## config.mk

```make
export PLATFORM = sky130hd
export DESIGN_NAME = fifo_rr_drain
export DESIGN_NICKNAME = d
export VERILOG_FILES = /design/src/rtl/fifo_rr_drain.sv
export SDC_FILE = /design/constraint.sdc
export NUM_CORES = 1
export LEC_CHECK = 0
export CAP_MARGIN = 15
export CORE_MARGIN = 1
export CORE_UTILIZATION = 25
export CTS_CLUSTER_DIAMETER = 100
export DETAILED_ROUTE_END_ITERATION = 10
export GPL_ROUTABILITY_DRIVEN = 0
export GPL_TIMING_DRIVEN = 0
export HOLD_SLACK_MARGIN = 0.02
export PLACE_DENSITY = 0.81
export SETUP_SLACK_MARGIN = 0.05
export SKIP_LAST_GASP = 1
export SLEW_MARGIN = 20
export SYNTH_ARGS = -nofsm -noshare
export SYNTH_HDL_FRONTEND = slang
export SYNTH_SLANG_ARGS = --single-unit
```

## constraint.sdc

```tcl
create_clock -name rd_clk -period 1.9 [get_ports rd_clk]
set_input_delay 0.38 -clock rd_clk [delete_from_list [all_inputs] [get_ports rd_clk]]
set_output_delay 0.38 -clock rd_clk [all_outputs]
set_load 0.02 [all_outputs]
```

## src/rtl/fifo_rr_drain.sv

```systemverilog
// Round-robin drain of NREQ first-word-fall-through FIFOs into a single
// valid/ready stream. Each grant moves exactly BURST words from one FIFO
// before another requester can be considered.
//
// state | meaning
// ------+-------------------------------------------------------------
// IDLE  | no grant held; picks the next non-empty FIFO from ptr when en=1
// XFER  | draining the granted FIFO until BURST words have been accepted
module fifo_rr_drain #(
    parameter int NREQ  = 4,
    parameter int BURST = 8
) (
    input  logic                      rd_clk,
    input  logic                      rst,
    input  logic                      en,
    input  logic [NREQ-1:0]           fifo_empty,
    input  logic [NREQ*32-1:0]        fifo_dout,
    output logic [NREQ-1:0]           fifo_rd_en,
    output logic [31:0]               out_data,
    output logic                      out_valid,
    input  logic                      out_ready,
    output logic [$clog2(NREQ)-1:0]   out_src,
    output logic                      out_last,
    output logic                      busy
);

    localparam int SW = $clog2(NREQ);
    localparam int CW = $clog2(BURST);

    typedef enum logic {IDLE, XFER} state_t;

    state_t          state;
    logic [SW-1:0]   gnt;
    logic [SW-1:0]   ptr;
    logic [SW-1:0]   nxt_gnt;
    logic [SW-1:0]   idx_s;
    logic [CW-1:0]   cnt;
    logic            any_req;
    logic            in_xfer;
    logic            xfer_word;
    int              idx;

    // Round-robin search: walk from ptr+NREQ-1 down to ptr so the lowest
    // offset from ptr that is non-empty is the one left standing.
    always_comb begin
        any_req = |(~fifo_empty);
        nxt_gnt = ptr;
        idx     = 0;
        idx_s   = '0;
        for (int k = NREQ - 1; k >= 0; k--) begin
            idx   = (int'(ptr) + k) % NREQ;
            idx_s = SW'(idx);
            if (!fifo_empty[idx_s]) begin
                nxt_gnt = idx_s;
            end
        end
    end

    // Datapath mux and handshake. Gated by rst so nothing pops or shows
    // valid on the reset cycle itself, even if the FSM was mid-burst.
    always_comb begin
        in_xfer    = (state == XFER) && !rst;
        busy       = in_xfer;
        out_valid  = in_xfer && !fifo_empty[gnt];
        out_data   = fifo_dout[gnt*32 +: 32];
        out_src    = gnt;
        out_last   = out_valid && (cnt == CW'(BURST - 1));
        xfer_word  = out_valid && out_ready;
        fifo_rd_en = '0;
        if (xfer_word) begin
            fifo_rd_en[gnt] = 1'b1;
        end
    end

    // Grant/burst FSM. A burst only ends after BURST accepted words; an
    // empty granted FIFO simply stalls it, and en is only looked at in IDLE.
    always_ff @(posedge rd_clk) begin
        if (rst) begin
            state <= IDLE;
            ptr   <= '0;
            gnt   <= '0;
            cnt   <= '0;
        end else begin
            case (state)
                IDLE: begin
                    if (en && any_req) begin
                        gnt   <= nxt_gnt;
                        state <= XFER;
                    end
                end
                XFER: begin
                    if (xfer_word) begin
                        if (cnt == CW'(BURST - 1)) begin
                            cnt   <= '0;
                            ptr   <= (gnt == SW'(NREQ - 1)) ? '0 : gnt + 1'b1;
                            state <= IDLE;
                        end else begin
                            cnt <= cnt + 1'b1;
                        end
                    end
                end
                default: state <= IDLE;
            endcase
        end
    end

endmodule
```

# Word-level counts from Yosys, hierarchy flattened
# Index checks and enable logic that the tools add are counted.
# classes
n_addsub,5
multipliers,0
div,0
n_lt_le_gt_ge,6
eq_ne,2
shifts,1
mux,23
bitwise_logic,2
n_reduce_logical,12
# op_table
cell,n
128-bit by 8-bit variable part select with 32-bit output,1
2-bit by 3-bit less-than comparator with 1-bit output (second input constant),5
1-bit binary-select mux with 2-bit select,5
2-bit 2-to-1 mux,5
1-bit 2-to-1 mux,9
1-bit logical AND,6
2-bit by 1-bit adder with 2-bit output (second input constant),2
2-bit adder (second input constant),2
4-bit 2-to-1 mux,1
4-bit inverter,1
2-bit AND reduction,2
4-bit OR reduction,1
3-bit by 1-bit adder with 3-bit output (second input constant),1
3-bit == test (second input constant),1
3-bit 2-to-1 mux,1
3-bit AND reduction,1
1-bit demux with 2-bit select,1
2-bit == test (second input constant),1
2-bit by 1-bit >= comparator with 1-bit output (second input constant),1
1-bit zero test,2
1-bit case mux with 2 select lines,1
1-bit inverter,1
# totals
regBits,8
latch_bits,0
mem_bits_rw,0
mem_bits_ro,0
in_bits,136
out_inout_bits,41
elab_cells,55
mem_count,0

# Logic depth before layout (Yosys ltp)
# depth
ltp_word,7
depth_mapped,6
ltp_nobuf,5

# Least setup slack after synthesis
# Ideal clock, no wire load.
# synth_timing
path_type,register -> output
start,register gnt[0] (netlist: out_src[0])
end,output out_valid
arrival_time_ns,1.760
required_ns,1.520
slack_ns,-0.240
stages_incl_launch_ff,5
path_buffers,1
path_cell_list,dfxtp_1 buf_6 mux2_2 mux2_2 nor3_1
# synth_between
elab_chain_len,4
# synth_rtl
element,line,rtl
start: declaration,33,logic [SW-1:0] gnt;
start signal: assignment,87,gnt <= nxt_gnt;
1-bit binary-select mux with 2-bit select,64,out_valid = in_xfer && !fifo_empty[gnt];
1-bit 2-to-1 mux (not written as such),64,
1-bit zero test,64,
1-bit logical AND,64,
end: declaration,20,"output logic out_valid,"
# Every way passes these cells. The select of a mux whose other input is x is not followed.

# Worst setup path in the final report
# Same ends and word-level chain as after synthesis.

==> summary.md <==
| Metric | Value |
|---|---|
| Setup violators final | 26 |
| PwrDens | 363 mW/mm² |
| Post-synth EDFFs | 0 |
| Hold_sp | cnt[1] |
| Fin. Hold Viols | 0 |
| First drt pass iteration count | 4 |
| Post-synthesis adder-cell area fraction | 0.0568 |
| Ys Warns | 0 |
| Sw Share | 0.319 |
| Drt total wl | 6730 µm |
| FFs w/ async S/R, synth | 0 |
| CTS Root Buffer Type | clkbuf_8 |
| Combinational share of power | 0.687 |
| Peak Freq | roughly 500 MHz |
| Vias in the first global route | 1,801 |
| Avg Inst Size Synth | 11.8 µm² |
| I/O Buffers | 176 |
| WHS | around 480 ps |
| Post-synth cell types | 26 |
| Fin crit period | 2000 ps |
| Maxcap violations | 0 |
| Synth Area in Compound Gates | 0.102 |
| Sequential share of power | 0.148 |
| Register area | 165 µm² |
| First-pass GRT wire length | 9230 µm |
| Most common cell after layout, fill and taps aside | clkdlybuf4s50_1 |
| Period Utilization, post-route | 1.05 |
| CTS buffer count | 3 |
| R2r setup slk | 130 ps |
| Outcome | finished, violations left |
| Area of the mapped netlist | 0.00132 mm² |
| DIE AREA | roughly 0.0056 mm² |
| Antenna Nets Post-Route | 0 |
| Starting Density | 0.259 |
| Highest-count cells in the layout ignoring fill and taps | 133 x clkdlybuf4s50_1, 32 x mux4_2, 22 x buf_6 |
| CTS Sinks | 8 |
| CP most frequent cell | mux2_4 |
| CTS clk-pin slew, worst paths | approximately 40 ps |
| Synth Area in Simple Gates | 0.103 |
| CP Capture Type | output pin |
| Failing checks | setup timing |
| Post-Syn Instances | 112 |
| Detailed placer's ending HPWL | roughly 5600 µm |
| Hold EP | cnt[1] |
| Worst path arrival time | roughly 1600 ps |
| Non-filler instance count after layout | 370 |
| Pin count of the biggest net entering global routing | 11 |
| Skew-Pair Late Insertion Delay | 230 ps |
| Final Worst Setup Slack | -99.6 ps |
| Yosys reg bits | 8 |
| Die H | 74.7 µm |
| I/O pin total | around 180 |
| Vias | 1,812 |
| DR iter-0 viols | 32 |
| Floorplan row count | 26 |
| Worst setup path class | reg -> out |
| R2R Path End | ptr[0] |
| Critical Path RT | 1520 ps |
| Nets@finish | 444 |
| Crit-path leading delay family | multiplexers |
| Share of layout cells above drive strength 1 | 0.337 |
| Cells along the critical path | buf_12, mux2_4, mux2_4, nor3_4, buf_6 |
| Die Wd | 74.7 µm |
| Fill cells | about 430 |
| Final slew viol count | 0 |
| Wirelength per Cell | 18.2 µm |
| Avg Vias per Cell | between 4 and 5 |
| CP startpoint kind | flop |
| Worst Skew | approximately 1.6 ps |
| Largest family of logic cells by synthesized area | multiplexers |
| Slowest CP cell | dfxtp_4 |
| Area delta synth->final | 157% |
| TritonCTS clock tree | done |
| RSZ-0062 raised after global routing | yes |
| P_int | 840 µW |
| Remaining global-route overflow | 0 |
| Worst path max stage delay | 350 ps |
| Mux share of post-synthesis cell area | 0.574 |
| Synth Flop Type | dfxtp_1 |
| DRC viols | 0 |
| Worst VDD drop | roughly 0.00037 V |
| Worst Hold Class | reg -> reg |
| Clk buf depth | 2 |
| Post-Synth XOR/XNOR Area | 0 |
| Clock share of power | 0.166 |
| Buffers plus inverters on the worst setup path | 2 |
| Area of the multi-input gates | 0.00116 mm² |
| Crit-path max FO | 7 |
| CP Depth | 5 |
| Worst reg2reg startpoint | out_src[0] |
| R2R depth | 5 |
| Core box area | 0.00511 mm² |
| Net Count, Synth | around 250 |
| Initial antenna violation count | 0 |
| Inserted Diodes | 0 |
| Post-Place Cells | 358 |
| Worst hold path depth | 2 |
| Worst slew pin tran | between 500 and 600 ps |
| Post-synthesis sequential area ratio | 0.121 |
| Slew margin rel. | 0.665 |
| Psw | 394 µW |
| Final core occ | 0.666 |
| GR Util All Layers | 0.221 |
| H-tree depth | 1 |
| Leakage | roughly 0.0013 µW |
-- metrics by stage --
stage,setup WS (ps),power [µW],setup TNS [ps],instance area [µm²]
3_3_place_gp,-824,994,-22090,3200
4_1_cts,-145,1220,-3350,3360
5_1_grt,-146,1290,-3250,3400
2_1_floorplan,27.3,521,0,1350
3_5_place_dp,-842,1000,-22250,3200
6_report,-99.6,1230,-1730,3400
-- Yosys cell counts, types with 2 or more instances --
master	count	area, µm²
mux4_2	32	721
o21ai_0	11	55.1
nand2_1	9	33.8
a21oi_1	8	40.0
dfxtp_1	8	160
ha_1	6	75.1
and3_1	4	25.0
clkbuf_1	4	15.0
nor2b_1	4	25.0
buf_2	3	15.0
inv_1	3	11.3
nand3_1	3	15.0
mux2_2	2	22.5
nor2_1	2	7.51
nor3_1	2	10.0
-- power groups by stage --
stage                     Clock, µW  Combinational (µW)  Sequential (µW)
after global placement            0                 808              186
after CTS                       205                 831              181
after detailed placement          0                 819              185
final                           205                 847              182
after floorplan                   0                 334              187
after global routing            216                 892              183
-- worst max path at each step --
stage	startpoint	to	slack (ps)
after floorplan	out_src[1]	out_data[10]	30
after global placement	fifo_empty[2]	fifo_rd_en[0]	-820
after detailed placement	fifo_empty[2]	fifo_rd_en[1]	-840
after CTS	out_src[1]	out_data[4]	-150
after global routing	out_src[0]	out_valid	-150
final	out_src[0]	out_valid	-100
-- metal layers --
| metal | wire length (µm) | part of all wire | global-route usage | up-vias |
|---|---|---|---|---|
| li1 | - | - | - | 852 |
| met1 | 2480 | 0.37 | 0.247 | 879 |
| met2 | 3560 | 0.53 | 0.413 | 73 |
| met3 | 596 | 0.089 | 0.0629 | 8 |
| met4 | 92 | 0.014 | 0.0503 | 0 |
| met5 | 0 | 0 | 0 | - |
-- registers in the layout (all words and copies together) (netlist names) --
signal	cells
state	1
ptr	2
out_src	2
cnt	3
-- tightest hold or removal path: stages (launching register included) --
cell	delay [ps]
dfxtp_1	300
o21ai_0	70
a21oi_1	60
-- cell type report --
class / count / area share
plain buffers: 9 / 0.0357
flip-flops and latches: 8 / 0.0486
repair buffers: 185 / 0.533
inverters: 3 / 0.00331
clock buffers: 3 / 0.0121
multi-input cells: 92 / 0.342
well taps: 70 / 0.0258
-- timing repair --
| action | 4_1_cts | 5_1_grt |
|---|---|---|
| buffers inserted | 6 | 3 |
| hold buffers | 0 | 0 |
| gates cloned | 0 | 1 |
| pin swaps | 3 | 6 |
| resized for setup | 188 | 49 |
| setup endpoints to repair | 40 | 39 |
-- cell families after synthesis --
kind of cell,after synthesis
muxes,35
adders and majority gates,6
buffers and inverters,12
and+or+nand+nor,27
AOI/OAI and AO/OA,24
DFF,8
No activity file was read; power rests on OpenSTA's default activity.
